==> config.mk <==
export PLATFORM = sky130hd
export DESIGN_NAME = mux_func_sweeper
export DESIGN_NICKNAME = d
export VERILOG_FILES = /design/src/rtl/mux_func_sweeper.sv
export SDC_FILE = /design/constraint.sdc
export NUM_CORES = 1
export LEC_CHECK = 0
export ABC_AREA = 1
export BUFFER_PORTS_ARGS = -buffer_cell sky130_fd_sc_hd__buf_2
export CORE_MARGIN = 2
export CORE_UTILIZATION = 45
export CTS_BUF_LIST = sky130_fd_sc_hd__clkbuf_4 sky130_fd_sc_hd__clkbuf_8
export DETAILED_ROUTE_END_ITERATION = 6
export GPL_TIMING_DRIVEN = 0
export PLACE_DENSITY_LB_ADDON = 0.05
export SYNTH_ARGS = -nofsm -noshare
export SYNTH_HDL_FRONTEND = slang
export SYNTH_SLANG_ARGS = --single-unit
==> constraint.sdc <==
create_clock -name clk -period 3.3 [get_ports clk]
set_input_delay 0.165 -clock clk [delete_from_list [all_inputs] [get_ports clk]]
set_output_delay 0.165 -clock clk [all_outputs]
set_load 0.03 [all_outputs]
==> src/rtl/mux_func_sweeper.sv <==
// mux_func_sweeper
// Sweeps the eight input combinations {A,B,C} of a 3-variable function
// through an external 4:1 mux (select = {A,B}, data = residue for C),
// captures the mux output per index and assembles the realised truth table.
//
// Ports:
//   clk, rst      clock, asynchronous active-high reset
//   start         sweep request, honoured only in IDLE
//   minterms[7:0] function mask, latched on accepted start
//   mux_s[1:0]    mux select {A,B}
//   mux_D[3:0]    mux data, mux_D[j] = C ? mask[2j+1] : mask[2j]
//   mux_en        mux enable
//   mux_y         mux output
//   truth[7:0]    captured truth table
//   busy          sweep in progress
//   done          one-cycle completion pulse
//   pass          truth matches latched mask (self-check build only)
//   first_fail    lowest mismatching index (self-check build only)
//
// Build option: define SWEEP_SELFCHECK_EN to build the truth/mask comparator;
// otherwise pass and first_fail are tied to 0.
//
// state  | meaning
// IDLE   | waiting for start, mux disabled
// DRIVE  | vector for idx applied, mux settling
// SAMPLE | vector held, mux_y captured into truth[idx] at cycle end
// DONE   | done pulse, results final

module mux_func_sweeper (
   input  logic       clk,
   input  logic       rst,
   input  logic       start,
   input  logic [7:0] minterms,
   output logic [1:0] mux_s,
   output logic [3:0] mux_D,
   output logic       mux_en,
   input  logic       mux_y,
   output logic [7:0] truth,
   output logic       busy,
   output logic       done,
   output logic       pass,
   output logic [2:0] first_fail
);

   typedef enum logic [1:0] {ST_IDLE, ST_DRIVE, ST_SAMPLE, ST_DONE} state_t;

   state_t     state;
   logic [2:0] idx;
   logic [2:0] idx_inc;
   logic [7:0] mask_q;
   logic [7:0] truth_nxt;

   function automatic logic [3:0] residue(input logic [7:0] m, input logic c);
      logic [3:0] r;
      for (int j = 0; j < 4; j++) begin
         r[j] = c ? m[2*j+1] : m[2*j];
      end
      return r;
   endfunction

   assign idx_inc = idx + 3'd1;

   // Truth table including the bit being captured this cycle; lets the
   // comparator see the final table on the same edge that enters DONE.
   always_comb begin
      truth_nxt      = truth;
      truth_nxt[idx] = mux_y;
   end

   always_ff @(posedge clk or posedge rst) begin
      if (rst) begin
         state  <= ST_IDLE;
         idx    <= 3'd0;
         mask_q <= 8'd0;
         truth  <= 8'd0;
         mux_s  <= 2'd0;
         mux_D  <= 4'd0;
         mux_en <= 1'b0;
         busy   <= 1'b0;
         done   <= 1'b0;
      end else begin
         done <= 1'b0;
         case (state)
            ST_IDLE: begin
               if (start) begin
                  mask_q <= minterms;
                  truth  <= 8'd0;
                  idx    <= 3'd0;
                  busy   <= 1'b1;
                  mux_en <= 1'b1;
                  mux_s  <= 2'd0;
                  // mask_q is not yet loaded, so index 0 uses the input directly
                  mux_D  <= residue(minterms, 1'b0);
                  state  <= ST_DRIVE;
               end
            end
            ST_DRIVE: begin
               state <= ST_SAMPLE;
            end
            ST_SAMPLE: begin
               truth <= truth_nxt;
               if (idx == 3'd7) begin
                  busy   <= 1'b0;
                  done   <= 1'b1;
                  mux_en <= 1'b0;
                  mux_s  <= 2'd0;
                  mux_D  <= 4'd0;
                  state  <= ST_DONE;
               end else begin
                  idx   <= idx_inc;
                  mux_s <= idx_inc[2:1];
                  mux_D <= residue(mask_q, idx_inc[0]);
                  state <= ST_DRIVE;
               end
            end
            ST_DONE: begin
               state <= ST_IDLE;
            end
            default: begin
               state <= ST_IDLE;
            end
         endcase
      end
   end

`ifdef SWEEP_SELFCHECK_EN
   logic [7:0] diff;
   logic [2:0] low_idx;

   assign diff = truth_nxt ^ mask_q;

   always_comb begin
      low_idx = 3'd0;
      for (int i = 7; i >= 0; i--) begin
         if (diff[i]) low_idx = 3'(i);
      end
   end

   always_ff @(posedge clk or posedge rst) begin
      if (rst) begin
         pass       <= 1'b0;
         first_fail <= 3'd0;
      end else if (state == ST_SAMPLE && idx == 3'd7) begin
         pass       <= (diff == 8'd0);
         first_fail <= low_idx;
      end
   end
`else
   assign pass       = 1'b0;
   assign first_fail = 3'd0;
`endif

endmodule
==> reports/results.tsv <==
metric	value	unit
status	completed	
Setup TNS Final	0	ps
pre-CTS setup slack	1840	ps
dpl hpwl	2030	µm
minimum clock period after layout	1470	ps
routability cong.	0.842	
Critical Path RT	3510	ps
Root Driver	clkbuf_4	
P_int	959	µW
Iter 0 DRT Violations	37	
DR DRC count	0	
Gate power share	0.530	
first-pass GRT wire length	4860	µm
switching portion of total power	0.474	
Hold EP	mask_q[7]	
clk sinks	29	
Slew HR	0.279	
share of cells above drive strength 1	0.227	
drt via density	4.58	
Tcrit/Tclk final	0.446	
maximum VDD drop	0.434	mV
P&R area growth vs syn	18.2	%
CP Launch Type	register	
total chip power	1.82	mW
Non-Filler Instances	264	
Final Hold Vio Count	0	
Max Slew Vio Count	0	
Worst Tran Pin Value	1080	ps
Net Switching	864	µW
GRT Total Usage	0.182	
Clock Latency Late Sink	320	ps
Mapped Area	1450	µm²
chip width	60.8	µm
WL/cell	10.7	µm
synthesized instance count	182	
Clk pwr share	0.124	
via count	1208	
YS warnings	0	
Num CTS Buffers	5	
clock slew seen by the registers of the worst setup and hold paths	90	ps
worst r2r src	idx[1]	
Rows	20	
CTS tree	yes	
total gr overflow	0	
Die Y-Extent	60.8	µm
CP max FO	7	
H-tree depth	2	
post-route ant nets	0	
full die area	3700	µm²
Hold Slack	30.9	ps
worst hold path depth	3	
Pwr Density	1060	nW/µm²
dpl cells	257	
port buffer count	28	
Reg2Reg Setup Slack	1830	ps
post-CTS setup buffer count	0	
R2R Path End	idx[0]	
largest net degree at the start of global routing	30	
Fmax achieved	680	MHz
HP Class	primary input to register	
Synth Register Bits	29	
Avg Synthesized Cell Area	7.99	µm²
RSZ-0062 raised after global routing	no	
diode count	0	
initial core utilization	0.476	
DP Area	1660	µm²
Nets	235	
total I/O pin count	33	
Finished Cell Area	1720	µm²
Post-CTS Hold Buffers	0	
core area	3050	µm²
Clock Skew	5.90	ps
Max clock buf depth	2	
sequential-to-total area share from yosys stat	0.499	
post-cts resize count	0	
number of global-route vias before repair	1098	
initial antenna violation count	0	
critical path endpoint category	register	
first-pass detailed-route iteration total	4	
Netlist cell types	20	
Max Cap Viol	0	
final wirelength	2820	µm
setup violators final	0	
Worst R2R Path Depth	7	
Leak	0.995	nW
fin util	0.563	
final setup margin	1830	ps
min-delay src	minterms[7]	
sequential power share	0.345	
critical path type	register to register	
Arr. time, crit path	1680	ps
## critical path: stages, from the launching register on
cell	delay, ps
dfrtp_1	460
ha_1	220
ha_1	270
inv_1	110
nand2_1	120
nand2_4	60
nand2_1	50
o21ai_1	50
## Yosys cell counts, drive strengths merged
cell    instances  area (µm²)
nand2          76         293
o21ai           8        40.0
dfrtp          29         726
nand3          17        85.1
nor2           14        83.8
inv            18        67.6
a21oi           2        10.0
buf             9        72.6
nand4           2        12.5
o21a            2        15.0
o21bai          1        7.51
ha              3        37.5
conb            1        3.75
## power by group through the flow
| stage | clock, mW | combinational [mW] | sequential (mW) |
|---|---|---|---|
| final | 0.226 | 0.967 | 0.630 |
| after global routing | 0.246 | 1.10 | 0.651 |
| after CTS | 0.235 | 0.979 | 0.631 |
| after detailed placement | 0 | 0.973 | 0.638 |
| after global placement | 0 | 0.962 | 0.631 |
| after floorplan | 0 | 0.581 | 0.795 |
## layer usage
| metal | up-vias | GRT usage | wire (µm) |
|---|---|---|---|
| li1 | 635 | - | - |
| met1 | 541 | 0.239 | 1360 |
| met2 | 28 | 0.272 | 1270 |
| met3 | 4 | 0.0682 | 162 |
| met4 | 0 | 0.0745 | 25 |
| met5 | - | 0 | 0 |
## worst max-delay path by stage
stage,from,end,slack (ps),depth (start not counted)
final,idx[1],idx[0],1830,7
after global routing,idx[1],idx[0],1720,7
after CTS,idx[1],idx[0],1830,7
after detailed placement,idx[1],idx[0],1840,7
after global placement,idx[1],idx[0],1870,7
after floorplan,idx[1],idx[0],1980,7
## cell families after synthesis
family / Yosys count / synth area share
and+or+nand+nor: 109 / 0.326
AOI/OAI and AO/OA: 13 / 0.0499
adders and majority gates: 3 / 0.0258
other: 1 / 0.00258
buffers and inverters: 27 / 0.0964
DFF: 29 / 0.499
## cells in the final DEF, fill, tap and decap left out
cell type	netlist	layout
a21oi_1	2	2
buf_2	1	29
buf_4	6	6
buf_6	2	2
clkbuf_4	0	6
clkbuf_8	0	1
conb_1	1	4
dfrtp_1	29	29
ha_1	3	3
inv_1	16	16
inv_2	2	2
nand2_1	75	75
nand2_4	1	1
nand3_1	17	17
nand4_1	2	2
nor2_1	11	11
nor2_4	2	2
nor2_8	1	1
o21a_1	2	2
o21ai_0	5	5
o21ai_1	3	3
o21bai_1	1	1
## cell type report
class	instances	area [µm²]
Fill cell	310	1330
Buffer	9	72.6
Tap cell	44	55.1
Timing Repair Buffer	28	140
Multi-Input combinational cell	129	599
Inverter	18	67.6
Sequential cell	29	726
Clock buffer	7	58.8
## sequential cells by signal, summed over array words and instances, names as in the netlist
register  count
truth         8
done          1
idx           3
busy          1
mux_s         2
mask_q        8
mux_D         4
state         2
Note: power is estimated with default switching activity, not from simulation.
